<file path="config.mk">
export PLATFORM = sky130hd
export DESIGN_NAME = ram_initiator_flat
export DESIGN_NICKNAME = d
export VERILOG_FILES = /design/src/rtl/ram_initiator_pkg.sv /design/src/rtl/ram_initiator_if.sv /design/src/rtl/ram_initiator.sv /design/src/flat_wrapper.sv
export SDC_FILE = /design/constraint.sdc
export NUM_CORES = 1
export LEC_CHECK = 0
export ABC_CLOCK_PERIOD_IN_PS = 3400
export BUFFER_PORTS_ARGS = -buffer_cell sky130_fd_sc_hd__buf_2
export CAP_MARGIN = 10
export CORE_UTILIZATION = 45
export DETAILED_ROUTE_END_ITERATION = 12
export PLACE_DENSITY = 0.81
export SYNTH_ARGS = -nofsm -noshare
export SYNTH_HDL_FRONTEND = slang
export SYNTH_SLANG_ARGS = --single-unit
</file>
<file path="constraint.sdc">
create_clock -name clk -period 3.4 [get_ports clk]
set_clock_uncertainty 0.2 [all_clocks]
set_input_delay 0.51 -clock clk [delete_from_list [all_inputs] [get_ports clk]]
set_output_delay 0.51 -clock clk [all_outputs]
set_load 0.01 [all_outputs]
</file>
<file path="src/rtl/ram_initiator_pkg.sv">
`default_nettype none
// ----------------------------------------------------------------------------
// pkg_ram: RAM op protocol types plus shared alignment/extension helpers.
// Revision: 1.0
// ----------------------------------------------------------------------------
package pkg_ram;

  localparam int RAM_ADDRW     = 17;
  localparam int RAM_LONG_SIZE = 32;

  typedef enum logic [1:0] {
    RAM_NOP   = 2'd0,
    RAM_FETCH = 2'd1,
    RAM_STORE = 2'd2
  } op_t;

  typedef enum logic [1:0] {
    RAM_BYTE = 2'd0,
    RAM_WORD = 2'd1,
    RAM_LONG = 2'd2
  } data_type_t;

  typedef enum logic [1:0] {
    IDLE  = 2'd0,
    ISSUE = 2'd1,
    WAIT  = 2'd2,
    RESP  = 2'd3
  } ram_init_state_t;

  // Right-justified data narrowed to the access size, then sign- or zero-extended.
  function automatic logic [RAM_LONG_SIZE-1:0] ram_extend(
    input logic [RAM_LONG_SIZE-1:0] data,
    input data_type_t               typ,
    input logic                     sgn
  );
    logic [RAM_LONG_SIZE-1:0] res;
    res = data;
    case (typ)
      RAM_BYTE: res = {{(RAM_LONG_SIZE-8){sgn & data[7]}}, data[7:0]};
      RAM_WORD: res = {{(RAM_LONG_SIZE-16){sgn & data[15]}}, data[15:0]};
      default:  res = data;
    endcase
    return res;
  endfunction

  // Only the two low address bits decide alignment.
  function automatic logic ram_aligned(
    input logic [1:0] addr,
    input data_type_t typ
  );
    logic ok;
    ok = 1'b1;
    case (typ)
      RAM_WORD: ok = ~addr[0];
      RAM_LONG: ok = (addr == 2'b00);
      default:  ok = 1'b1;
    endcase
    return ok;
  endfunction

endpackage
`default_nettype wire

</file>
<file path="src/rtl/ram_initiator_if.sv">
`default_nettype none
// ----------------------------------------------------------------------------
// ram_initiator_if: request/response bus plus RAM op port of the initiator.
// Revision: 1.0
// ----------------------------------------------------------------------------
interface ram_initiator_if #(
  parameter int DATA_W = pkg_ram::RAM_LONG_SIZE
);

  logic                         req_valid;
  logic                         req_ready;
  pkg_ram::op_t                 req_op;
  pkg_ram::data_type_t          req_type;
  logic                         req_signed;
  logic [pkg_ram::RAM_ADDRW-1:0] req_addr;
  logic [DATA_W-1:0]            req_wdata;

  logic                         rsp_valid;
  logic [DATA_W-1:0]            rsp_rdata;
  logic                         rsp_err;

  pkg_ram::op_t                 ram_op;
  pkg_ram::data_type_t          ram_type;
  logic [pkg_ram::RAM_ADDRW-1:0] ram_addr;
  logic [DATA_W-1:0]            ram_wdata;
  logic [DATA_W-1:0]            ram_rdata;

  // Environment side: the load/store unit and the RAM responder.
  modport master (
    output req_valid, req_op, req_type, req_signed, req_addr, req_wdata, ram_rdata,
    input  req_ready, rsp_valid, rsp_rdata, rsp_err,
    input  ram_op, ram_type, ram_addr, ram_wdata
  );

  // The initiator itself.
  modport slave (
    input  req_valid, req_op, req_type, req_signed, req_addr, req_wdata, ram_rdata,
    output req_ready, rsp_valid, rsp_rdata, rsp_err,
    output ram_op, ram_type, ram_addr, ram_wdata
  );

endinterface
`default_nettype wire

</file>
<file path="src/rtl/ram_initiator.sv">
`default_nettype none
// ----------------------------------------------------------------------------
// ram_initiator: one load/store request -> one RAM_FETCH/RAM_STORE -> one response.
// Revision: 1.0
// ----------------------------------------------------------------------------
module ram_initiator
  import pkg_ram::*;
#(
  parameter int FETCH_LAT = 1,
  parameter int DATA_W    = RAM_LONG_SIZE
) (
  input logic            clk,
  input logic            rst,
  ram_initiator_if.slave bus
);

  localparam int                c_cnt_w    = (FETCH_LAT > 1) ? $clog2(FETCH_LAT) : 1;
  localparam logic [c_cnt_w-1:0] c_cnt_load = c_cnt_w'(FETCH_LAT - 1);

  ram_init_state_t       r_state;
  ram_init_state_t       w_state_nxt;
  logic [c_cnt_w-1:0]    r_cnt;
  logic [c_cnt_w-1:0]    w_cnt_nxt;
  logic                  r_signed;

  op_t                   r_ram_op;
  data_type_t            r_ram_type;
  logic [RAM_ADDRW-1:0]  r_ram_addr;
  logic [DATA_W-1:0]     r_ram_wdata;
  logic [DATA_W-1:0]     r_rsp_rdata;
  logic                  r_rsp_err;

  logic                  w_issue_load;
  logic                  w_rsp_load;
  logic                  w_rsp_err_nxt;
  logic [DATA_W-1:0]     w_rsp_rdata_nxt;
  logic                  w_aligned;
  logic                  w_access;

  assign w_aligned = ram_aligned(bus.req_addr[1:0], bus.req_type);
  assign w_access  = (bus.req_op == RAM_FETCH) || (bus.req_op == RAM_STORE);

  always_ff @(posedge clk) begin
    if (rst) begin
      r_state <= IDLE;
      r_cnt   <= '0;
    end else begin
      r_state <= w_state_nxt;
      r_cnt   <= w_cnt_nxt;
    end
  end

  always_comb begin
    w_state_nxt     = r_state;
    w_cnt_nxt       = r_cnt;
    w_issue_load    = 1'b0;
    w_rsp_load      = 1'b0;
    w_rsp_err_nxt   = 1'b0;
    w_rsp_rdata_nxt = '0;
    case (r_state)
      IDLE: begin
        if (bus.req_valid) begin
          if (!w_access) begin
            w_state_nxt = RESP;
            w_rsp_load  = 1'b1;
          end else if (!w_aligned) begin
            // Misaligned accesses never reach the RAM.
            w_state_nxt   = RESP;
            w_rsp_load    = 1'b1;
            w_rsp_err_nxt = 1'b1;
          end else begin
            w_state_nxt  = ISSUE;
            w_issue_load = 1'b1;
          end
        end
      end
      ISSUE: begin
        if (r_ram_op == RAM_FETCH) begin
          w_state_nxt = WAIT;
          w_cnt_nxt   = c_cnt_load;
        end else begin
          w_state_nxt = RESP;
          w_rsp_load  = 1'b1;
        end
      end
      WAIT: begin
        if (r_cnt == '0) begin
          w_state_nxt     = RESP;
          w_rsp_load      = 1'b1;
          w_rsp_rdata_nxt = DATA_W'(ram_extend(RAM_LONG_SIZE'(bus.ram_rdata), r_ram_type, r_signed));
        end else begin
          w_cnt_nxt = r_cnt - c_cnt_w'(1);
        end
      end
      RESP: begin
        w_state_nxt = IDLE;
      end
      default: begin
        w_state_nxt = IDLE;
      end
    endcase
  end

  // RAM-side fields only change when an access is actually issued.
  always_ff @(posedge clk) begin
    if (rst) begin
      r_signed    <= 1'b0;
      r_ram_op    <= RAM_NOP;
      r_ram_type  <= RAM_BYTE;
      r_ram_addr  <= '0;
      r_ram_wdata <= '0;
      r_rsp_rdata <= '0;
      r_rsp_err   <= 1'b0;
    end else begin
      r_ram_op <= w_issue_load ? bus.req_op : RAM_NOP;
      if (w_issue_load) begin
        r_signed    <= bus.req_signed;
        r_ram_type  <= bus.req_type;
        r_ram_addr  <= bus.req_addr;
        r_ram_wdata <= DATA_W'(ram_extend(RAM_LONG_SIZE'(bus.req_wdata), bus.req_type, 1'b0));
      end
      if (w_rsp_load) begin
        r_rsp_rdata <= w_rsp_rdata_nxt;
        r_rsp_err   <= w_rsp_err_nxt;
      end
    end
  end

  assign bus.req_ready = (r_state == IDLE);
  assign bus.rsp_valid = (r_state == RESP);
  assign bus.rsp_rdata = r_rsp_rdata;
  assign bus.rsp_err   = r_rsp_err;
  assign bus.ram_op    = r_ram_op;
  assign bus.ram_type  = r_ram_type;
  assign bus.ram_addr  = r_ram_addr;
  assign bus.ram_wdata = r_ram_wdata;

endmodule
`default_nettype wire

</file>
<file path="src/flat_wrapper.sv">
// flat-port wrapper written by rule: the top's interface ports become plain ports
module ram_initiator_flat import pkg_ram::*;
#(
  parameter int FETCH_LAT = 1,
  parameter int DATA_W    = RAM_LONG_SIZE
)
  (clk, rst, bus_req_valid, bus_req_op, bus_req_type, bus_req_signed, bus_req_addr, bus_req_wdata, bus_ram_rdata, bus_req_ready, bus_rsp_valid, bus_rsp_rdata, bus_rsp_err, bus_ram_op, bus_ram_type, bus_ram_addr, bus_ram_wdata);
  ram_initiator_if #(.DATA_W(DATA_W)) bus_i ();
  input logic clk;
  input logic rst;
  input wire logic [$bits(bus_i.req_valid)-1:0] bus_req_valid;
  input wire logic [$bits(bus_i.req_op)-1:0] bus_req_op;
  input wire logic [$bits(bus_i.req_type)-1:0] bus_req_type;
  input wire logic [$bits(bus_i.req_signed)-1:0] bus_req_signed;
  input wire logic [$bits(bus_i.req_addr)-1:0] bus_req_addr;
  input wire logic [$bits(bus_i.req_wdata)-1:0] bus_req_wdata;
  input wire logic [$bits(bus_i.ram_rdata)-1:0] bus_ram_rdata;
  output wire logic [$bits(bus_i.req_ready)-1:0] bus_req_ready;
  output wire logic [$bits(bus_i.rsp_valid)-1:0] bus_rsp_valid;
  output wire logic [$bits(bus_i.rsp_rdata)-1:0] bus_rsp_rdata;
  output wire logic [$bits(bus_i.rsp_err)-1:0] bus_rsp_err;
  output wire logic [$bits(bus_i.ram_op)-1:0] bus_ram_op;
  output wire logic [$bits(bus_i.ram_type)-1:0] bus_ram_type;
  output wire logic [$bits(bus_i.ram_addr)-1:0] bus_ram_addr;
  output wire logic [$bits(bus_i.ram_wdata)-1:0] bus_ram_wdata;
  assign bus_i.req_valid = bus_req_valid;
  assign bus_i.req_op = bus_req_op;
  assign bus_i.req_type = bus_req_type;
  assign bus_i.req_signed = bus_req_signed;
  assign bus_i.req_addr = bus_req_addr;
  assign bus_i.req_wdata = bus_req_wdata;
  assign bus_i.ram_rdata = bus_ram_rdata;
  assign bus_req_ready = bus_i.req_ready;
  assign bus_rsp_valid = bus_i.rsp_valid;
  assign bus_rsp_rdata = bus_i.rsp_rdata;
  assign bus_rsp_err = bus_i.rsp_err;
  assign bus_ram_op = bus_i.ram_op;
  assign bus_ram_type = bus_i.ram_type;
  assign bus_ram_addr = bus_i.ram_addr;
  assign bus_ram_wdata = bus_i.ram_wdata;
  ram_initiator #(.FETCH_LAT(FETCH_LAT), .DATA_W(DATA_W)) u_core (.clk(clk), .rst(rst), .bus(bus_i));
endmodule
</file>
==> summary.txt <==
Outcome
  – Status: finished, final reports clean

Clocking
  – Clock sinks: 89
  – H-tree Lvls: 3
  – Clock Root Buffer: clkbuf_8
  – CTS Buf Count: 9
  – Post-CTS Setup Inserts: 0
  – Clk_lat worst skew: 0.33 ns
  – Clk buf depth: 2
  – CTS clk-pin slew, worst paths: 0.08 ns
  – CTS resizes: 0
  – Hold Buf Count CTS: 0
  – CTS tree: built

STA
  – RSZ-0062 raised after global routing: false
  – Fin crit period: 2.60 ns
  – Hold_ws: 0.181 ns
  – Number of setup violations in the final report: 0
  – Fmax: 384 MHz
  – Pins Over Slew Limit: 0
  – Worst slew margin: 34.8%
  – Setup TNS: 0 ns
  – Worst slew pin tran: 0.979 ns
  – Final worst path period share: 76.5%
  – Fin. Hold Viols: 0

Place
  – RePlAce Congestion: 0.773
  – # placed instances: 677
  – PortBufs: 176
  – Post-DP HPWL: 6660 um
  – Placed cell area: 4580 um2

Synth
  – Synth Flop Type: dfxtp_1
  – Ys Warns: 0
  – Syn nets: 527
  – Synth Area per Inst: 8.60 um2
  – Netlist cell types: 35
  – Asr flop ratio synth: 0%
  – Main area contributors after synthesis: dfxtp_1 (48%), a21oi_1 (10%), nand2_1 (8.5%), o221ai_1 (4.0%), or3b_1 (3.3%)
  – Sequential area share after synthesis: 48.1%
  – Cell with the most instances after synthesis: dfxtp_1
  – Mapped Cells: 431
  – FF+latch count, synth: 89
  – Post-synth EDFFs: 0
  – Leading area contributor after synthesis: dfxtp_1
  – Share of the synthesized area in the top cell type: 48.1%
  – Top cells by count, synth: dfxtp_1 (89), nand2_1 (84), a21oi_1 (77)
  – Post-Syn Area: 3710 um2

Route
  – DRT iter0 DRCs: 115
  – # DRC: 0
  – Final wirelength: 9650 um
  – DR vias: 3,664
  – Via/cell ratio: 5.31
  – Post-DRT Antenna Nets: 0
  – Router iterations before antenna repair: 4
  – Avg WL per Cell: 14.0 um

Global route
  – First-pass GRT wire length: 15,700 um
  – GRT met2 Usage: 39.2%
  – Gr ovfl total: 0
  – Vias in the first global route: 3,441
  – Initial antenna violation count: 0
  – Gr usage total: 22.6%
  – GRT Max-Usage Layer: met2
  – Met3 global-route usage: 5.25%
  – Met1 usage in global routing: 27.7%
  – Largest net degree at the start of global routing: 55

Floorplan
  – Die width: 92.8 um
  – Die Footprint: 8600 um2
  – Die Y: 92.8 um
  – Ports: 177
  – Core Area: 7850 um2
  – # rows: 32
  – Initial Util: 47.2%

Pwr
  – Post-route total power: 2.75 mW
  – Leakage Power: 2.08 nW
  – Max rail drop VDD: 0.289 mV
  – PD cells: 572 nW/um2

Critical path
  – CP Capture Type: flip-flop
  – Worst EP arrival: 2.67 ns
  – CP Class: reg2reg
  – Reg2reg start: u_core.r_state[0]
  – Startpoint Class: flip-flop
  – Max FO, Critical Path: 28
  – Reg2reg end: u_core.bus.rsp_rdata[20]
  – Reg-to-reg slack, setup: 0.80 ns
  – End of the critical path: u_core.bus.rsp_rdata[20]
  – Worst reg2reg path depth: 7
  – Worst endpoint required time: 3.47 ns
  – Worst Setup SP: u_core.r_state[0]

Final layout
  – Layout cells sized above 1: 34.5%
  – Net count reported at finish: 682
  – Diode count: 0
  – Synthesis-to-layout area growth: 29.5%
  – Fin cells: 690
  – Final Cell Area: 4800 um2

Min path
  – Type of the worst min-delay path: in2reg

Run
  – Total of max-cap violations: 0
kinds of logic after synthesis:
family	Yosys count	share of synthesized area, %
buf+inv	55	6.92
xor+xnor	2	0.473
simple gates	143	19.1
mux	1	0.270
fa+ha+maj	7	2.36
compound gates	134	22.8
flops	89	48.1
report_power, final:
group / internal, mW / switching (mW)
Sequential: 1.12 / 0.0550
Combinational: 0.258 / 0.495
Clock: 0.475 / 0.339
worst min path at each step:
stage | to | slack [ns] | start | depth (start not counted)
finish | u_core.bus.rsp_rdata[4] | 0.18 | bus_ram_rdata[4] | 2
global route | u_core.bus.rsp_rdata[0] | 0.17 | bus_ram_rdata[0] | 2
CTS | u_core.bus.rsp_rdata[4] | 0.17 | bus_ram_rdata[4] | 2
detailed placement | u_core.bus.ram_wdata[19] | 0.25 | u_core.bus.ram_wdata[19] | 2
global placement | u_core.bus.ram_wdata[11] | 0.24 | u_core.bus.ram_wdata[11] | 2
floorplan | u_core.r_signed | 0.25 | u_core.r_signed | 2
layout by cell type (no fill, tap or decap), types with 4 or more instances in the layout:
master	synthesis	layout
buf_2	3	176
inv_1	17	17
clkbuf_8	0	9
nand2_1	84	84
nand2b_1	4	4
o41ai_1	9	9
a21oi_1	77	77
dfxtp_1	89	89
nand3_1	24	24
or3b_1	14	14
a22o_1	8	8
ha_1	7	7
o221ai_1	17	17
o21ai_0	17	17
buf_4	0	6
nor2_1	5	5
per-layer routing:
layer  wire [um]  up-vias
li1            -     1816
met1        4060     1716
met2        4840      124
met3         661        8
met4          87        0
met5           0        -
registers in the layout (all words and copies together) (netlist names):
register / flops
u_core.bus.rsp_rdata: 32
u_core.r_state: 2
u_core.bus.ram_type: 2
u_core.r_signed: 1
u_core.bus.ram_op: 2
u_core.bus.ram_addr: 17
u_core.bus.rsp_err: 1
u_core.bus.ram_wdata: 32
layout make-up:
class                   instances  area [um2]
repair buffers                182         926
multi-input cells             287        1680
inverters                      17        63.8
well taps                     102         128
clock inverters                 4        95.1
flip-flops and latches         89        1780
clock buffers                   9         124
fillers                       764        3050
worst max-delay path, stage by stage (launching register included):
cell      delay (ns)
dfxtp_1         0.35
inv_1           0.09
ha_1            0.30
nor3b_1         0.12
o32ai_4         0.84
buf_4           0.32
o221ai_1        0.13
a21oi_1         0.18
through the flow:
step / util (%) / setup WS (ns)
3_5_place_dp: 58.4 / 0.770
3_3_place_gp: 58.4 / 0.845
2_1_floorplan: - / 1.18
5_1_grt: 61.1 / 0.533
6_report: 61.1 / 0.798
4_1_cts: 61.1 / 0.789
(Power assumes the default switching activity.)
